===== src/rtl/dvsd_div_pkg.sv =====
// Shared types and constants for the sequential 16/8 restoring divider.
package dvsd_div_pkg;

    localparam int WN_DEF = 16;
    localparam int WD_DEF = 8;
    localparam int CNT_W  = $clog2(WN_DEF);

    localparam logic [WN_DEF-1:0] DZ_QUOT = 16'hFFFF;

    typedef enum logic [1:0] {
        IDLE = 2'd0,
        CALC = 2'd1,
        DONE = 2'd2
    } div_state_t;

endpackage


===== src/rtl/dvsd_div_step.sv =====
// One restoring-division iteration: shift in the next dividend bit,
// compare against the divisor and conditionally subtract.
module dvsd_div_step #(
    parameter int WD = 8
) (
    input  logic [WD:0]   rem,
    input  logic          q_msb,
    input  logic [WD-1:0] d,
    output logic [WD:0]   rem_next,
    output logic          q_bit
);

    logic [WD:0] shifted;
    logic        fits;
    logic        unused_rem_msb;

    // The top bit of the partial remainder is always clear after a restore,
    // so it is shifted out and never reaches the comparison.
    assign unused_rem_msb = rem[WD];

    always_comb begin
        shifted  = {rem[WD-1:0], q_msb};
        fits     = (shifted >= {1'b0, d});
        rem_next = fits ? (shifted - {1'b0, d}) : shifted;
        q_bit    = fits;
    end

endmodule


===== src/rtl/dvsd_div16by8.sv =====
// Sequential unsigned restoring divider, one quotient bit per clock,
// with a start/busy/done handshake and a divide-by-zero shortcut.
module dvsd_div16by8
    import dvsd_div_pkg::*;
#(
    parameter int WN = WN_DEF,
    parameter int WD = WD_DEF
) (
    input  logic          clk,
    input  logic          rst,
    input  logic          start,
    input  logic [WN-1:0] N,
    input  logic [WD-1:0] D,
    output logic          busy,
    output logic          done,
    output logic [WN-1:0] Q,
    output logic [WD-1:0] R,
    output logic          dz
);

    div_state_t       state;
    div_state_t       state_next;

    logic [WN-1:0]    q_work;
    logic [WD-1:0]    d_reg;
    logic [WD:0]      rem;
    logic [CNT_W-1:0] cnt;

    logic [WD:0]      rem_next;
    logic             q_bit;
    logic [WN-1:0]    q_shifted;

    dvsd_div_step #(.WD(WD)) u_step (
        .rem      (rem),
        .q_msb    (q_work[WN-1]),
        .d        (d_reg),
        .rem_next (rem_next),
        .q_bit    (q_bit)
    );

    assign q_shifted = {q_work[WN-2:0], q_bit};

    always_ff @(posedge clk) begin
        if (rst) begin
            state <= IDLE;
        end else begin
            state <= state_next;
        end
    end

    always_comb begin
        state_next = state;
        unique case (state)
            IDLE: begin
                if (start) begin
                    state_next = (D == '0) ? DONE : CALC;
                end
            end
            CALC: begin
                if (cnt == '0) begin
                    state_next = DONE;
                end
            end
            DONE:    state_next = IDLE;
            default: state_next = IDLE;
        endcase
    end

    // Working registers are separate from Q/R/dz so results hold while
    // the next division runs.
    always_ff @(posedge clk) begin
        if (rst) begin
            q_work <= '0;
            d_reg  <= '0;
            rem    <= '0;
            cnt    <= '0;
            Q      <= '0;
            R      <= '0;
            dz     <= 1'b0;
        end else begin
            unique case (state)
                IDLE: begin
                    if (start) begin
                        if (D != '0) begin
                            q_work <= N;
                            d_reg  <= D;
                            rem    <= '0;
                            cnt    <= CNT_W'(WN - 1);
                        end else begin
                            Q  <= DZ_QUOT;
                            R  <= N[WD-1:0];
                            dz <= 1'b1;
                        end
                    end
                end
                CALC: begin
                    rem    <= rem_next;
                    q_work <= q_shifted;
                    cnt    <= cnt - 1'b1;
                    if (cnt == '0) begin
                        Q  <= q_shifted;
                        R  <= rem_next[WD-1:0];
                        dz <= 1'b0;
                    end
                end
                default: ;
            endcase
        end
    end

    assign busy = (state == CALC);
    assign done = (state == DONE);

endmodule

===== config.mk =====
export PLATFORM = sky130hd
export DESIGN_NAME = dvsd_div16by8
export DESIGN_NICKNAME = d
export VERILOG_FILES = /design/src/rtl/dvsd_div_pkg.sv /design/src/rtl/dvsd_div_step.sv /design/src/rtl/dvsd_div16by8.sv
export SDC_FILE = /design/constraint.sdc
export NUM_CORES = 1
export LEC_CHECK = 0
export ABC_AREA = 1
export BUFFER_PORTS_ARGS = -buffer_cell sky130_fd_sc_hd__buf_4
export CAP_MARGIN = 10
export CORE_AREA = 2 2 104 96
export DETAILED_ROUTE_END_ITERATION = 7
export DIE_AREA = 0 0 106 98
export PLACE_DENSITY = 0.63
export SLEW_MARGIN = 15
export SYNTH_ARGS = -nofsm -noshare
export SYNTH_HDL_FRONTEND = slang
export SYNTH_SLANG_ARGS = --single-unit

===== constraint.sdc =====
create_clock -name clk -period 1.7 [get_ports clk]
set_input_delay 0.34 -clock clk [delete_from_list [all_inputs] [get_ports clk]]
set_output_delay 0.34 -clock clk [all_outputs]
set_load 0.1 [all_outputs]

==> flow_summary.yaml <==
clocking:
  htreeDepth: 3
  numCtsBuffers: 9
  max-clock-path-buffers: 2
  cts_tree: "built"
  clk-insertion-delay-late_ps: 350
  clk_pin_slew_ps: 70
  cts.root.buffer_cell: "clkbuf_8"
  clkSinkCount: 63
layout:
  most_frequent_cells_in_the_layout: "buf_4, nand2_1, dfxtp_1"
  biggestRegsByFlops: "Q: 16 flops, q_work: 16 flops"
  multi_input_comb_area_mm2: 0.00202
  layout-drive-gt1-share_pct: 39.4
  mostFrequentLayoutCell: "buf_4"
  layout_utilization_pct: 49.7
  final-seq-area_mm2: 0.00128
  antenna_cells: 0
  nets: 578
  syn2layout_area_growth_pct: 47.4
  layout.filler_cells: 863
  stdcell_area_mm2: 0.00467
setup_path:
  critPathMaxFanout: 5
  critical_path.slowest_cell: "dfxtp_2"
  crit_family: "simple AND/OR/NAND/NOR gates"
  worst_setup_path_startpoint: "d_reg[7]"
  nature_of_the_critical_path_startpoint: "flip-flop"
  critPathArrivalTime_ps: 2020
  worstSetupEndpointType: "flip-flop"
  timing.critical_path.cells: "inv_2, ha_4, buf_6, nand2_1, nor2_2, nand3_1, nand4_1, buf_6, nand3_4, nand3_2, nand2_1, inv_1"
  cp_num_buf_inv: 4
  reg2reg_from: "d_reg[7]"
  worst_ep_required_time_ps: 1980
  max_stage_delay_on_crit_path_ps: 320
  path_class: "reg -> reg"
sta:
  number_of_hold_violations_in_the_final_report: 0
  layout_worst_path_cycle_share_pct: 102
  rsz0062_at_grt: "true"
  timing.fmax_mhz: 576
  worst_setup_skew_after_layout_ps: 8.62
  final_period_minus_worst_setup_slack_ps: 1740
  count_of_endpoints_failing_setup_in_the_final_report: 12
  timing.setup.tns_ps: -206
  finalMaxSlewViolations: 0
  slew-limit-headroom_pct: 74.2
  layout_setup_ws_ps: -37.1
  worst-slew-pin-transition_ps: 387
yosys:
  synth_enable_flop_cells: 0
  yosysWarningCount: 0
  synth.avg_cell_area_um2: 6.97
  xor_and_xnor_fraction_of_the_mapped_netlist_area_pct: 0.829
  postSynth.topFlopCell: "dfxtp_1"
  dominant_combinational_cell_family_by_area_after_synthesis: "simple AND/OR/NAND/NOR gates"
  synth_cell_type_count: 29
  synth_sequential_area_ratio_pct: 39.8
  ys_ff_latch: 63
  synth_fp_nets: 492
  synth_compound_area_share_pct: 17.7
  syn-instance-count: 455
  postSynth.asyncResetShare_pct: 0
  synthAdderAreaFrac_pct: 4.18
  multiplexer_share_of_the_synthesized_area_pct: 0
  synthesis.area_mm2: 0.00317
  area_share_of_and_or_nand_nor_cells_after_synthesis_pct: 27.9
placed_design:
  placed_area_mm2: 0.00395
  routabilityCongestion: 0.853
  detailedPlace.worstSlack_ps: -181
  port_buffers: 53
  hpwlAfterDp_um: 6230
power_and_ir_drop:
  power.density_cell_area_mw_per_mm2: 1340
  power_leakage_nw: 2.23
  worst_ir_drop_vdd_v: 0.000605
global_routing:
  largest_net_degree_at_the_start_of_global_routing: 43
  grt_overflow_total: 0
  global_route.usage.total_pct: 17.8
  first_global_vias: 3067
  antenna_found_initial: 0
  first_pass_grt_wire_length_um: 14700
job:
  drv.max_cap_violation_count: 0
floorplan:
  pin_count: 54
  std_cell_rows: 34
  die_area_mm2: 0.0104
  die-height_um: 98
  initial_utilization_pct: 33.7
  floorplan.die.width_um: 106
  coreArea_mm2: 0.00940
detailed_routing:
  dr.pass1.iters: 5
  ant_nets: 0
  totalWireLength_um: 9160
  via_count_normalized_by_instance_count: 4.87
  wl_per_cell_um: 13.7
  drtIter0Drc: 178
  via_count: 3265
  drc_errors: 0
run_status:
  outcome: "finished with violations"
  violations_in_the_final_reports: "negative setup slack"
min_path:
  type_of_the_most_critical_hold_path: "in -> reg"
  hp_start: "N[3]"
synth_stat cells, types with 2 or more instances:
master	count	area share (%)
nand2_1	93	11
dfxtp_1	63	40
inv_1	50	5.9
nor2_1	50	5.9
a21oi_1	42	6.6
o21ai_0	40	6.3
nand3_1	39	6.2
nand4_1	11	2.2
ha_1	9	3.6
a31oi_1	8	1.6
clkbuf_1	8	0.95
buf_2	7	1.1
o211a_1	7	2.2
inv_2	5	0.59
buf_1	4	0.47
a21oi_2	2	0.55
nand2_4	2	0.71
nor2_2	2	0.39
or2_2	2	0.39
xnor2_1	2	0.55
logic make-up (layout without fill, tap and decap cells):
family                   count (synthesis)  count (layout)
buffers and inverters                   76             166
XOR/XNOR                                 3               3
flip-flops                              63              63
adder cells (fa/ha/maj)                 10              10
AO/OA/AOI/OAI                          101             101
AND/OR/NAND/NOR                        202             202
stage by stage:
step / instances / hold WS (ps) / total power [mW]
floorplan: 455 / 435 / 3.56
global placement: 652 / 450 / 4.26
detailed placement: 652 / 453 / 4.28
CTS: 669 / 258 / 5.95
global route: 671 / 278 / 6.59
finish: 671 / 275 / 6.24
power by group:
group	internal (mW)	switching [mW]	leakage, nW
combinational	1.08	1.99	1.61
clock	0.747	0.579	0.0985
sequential	1.70	0.149	0.525
final timing paths:
kind,end,slack (ps),depth (start not counted)
worst max-delay path,rem[1],-40,12
worst min-delay path,q_work[3],270,3
worst max register to register,rem[1],-40,12
worst min register to register,Q[6],460,2
metal layers:
metal / vias up / track usage (%) / wire, um
li1: 1664 / - / -
met1: 1516 / 23.6 / 4250
met2: 64 / 28.0 / 4290
met3: 21 / 2.74 / 341
met4: 0 / 9.31 / 279
met5: - / 0 / 0
tightest hold or removal path: stages:
cell     delay [ps]
buf_4           110
nand2_1          60
a31oi_1          60
what timing repair did:
action,4_1_cts,5_1_grt
gates resized for setup,60,68
pin swaps,10,24
hold buffers,0,0
hold endpoints to repair,0,0
gates cloned,1,0
buffers inserted,1,2
endpoints found under the setup margin,17,30
cell type report:
type / instances / share of cell area [%]
tap: 126 / 3.37
clock inverter: 3 / 0.910
timing repair buffer: 96 / 17.2
multi-input combinational: 316 / 43.2
inverter: 55 / 4.52
sequential: 63 / 27.5
clock buffer: 12 / 3.32
No activity file was read; power rests on OpenSTA's default activity.
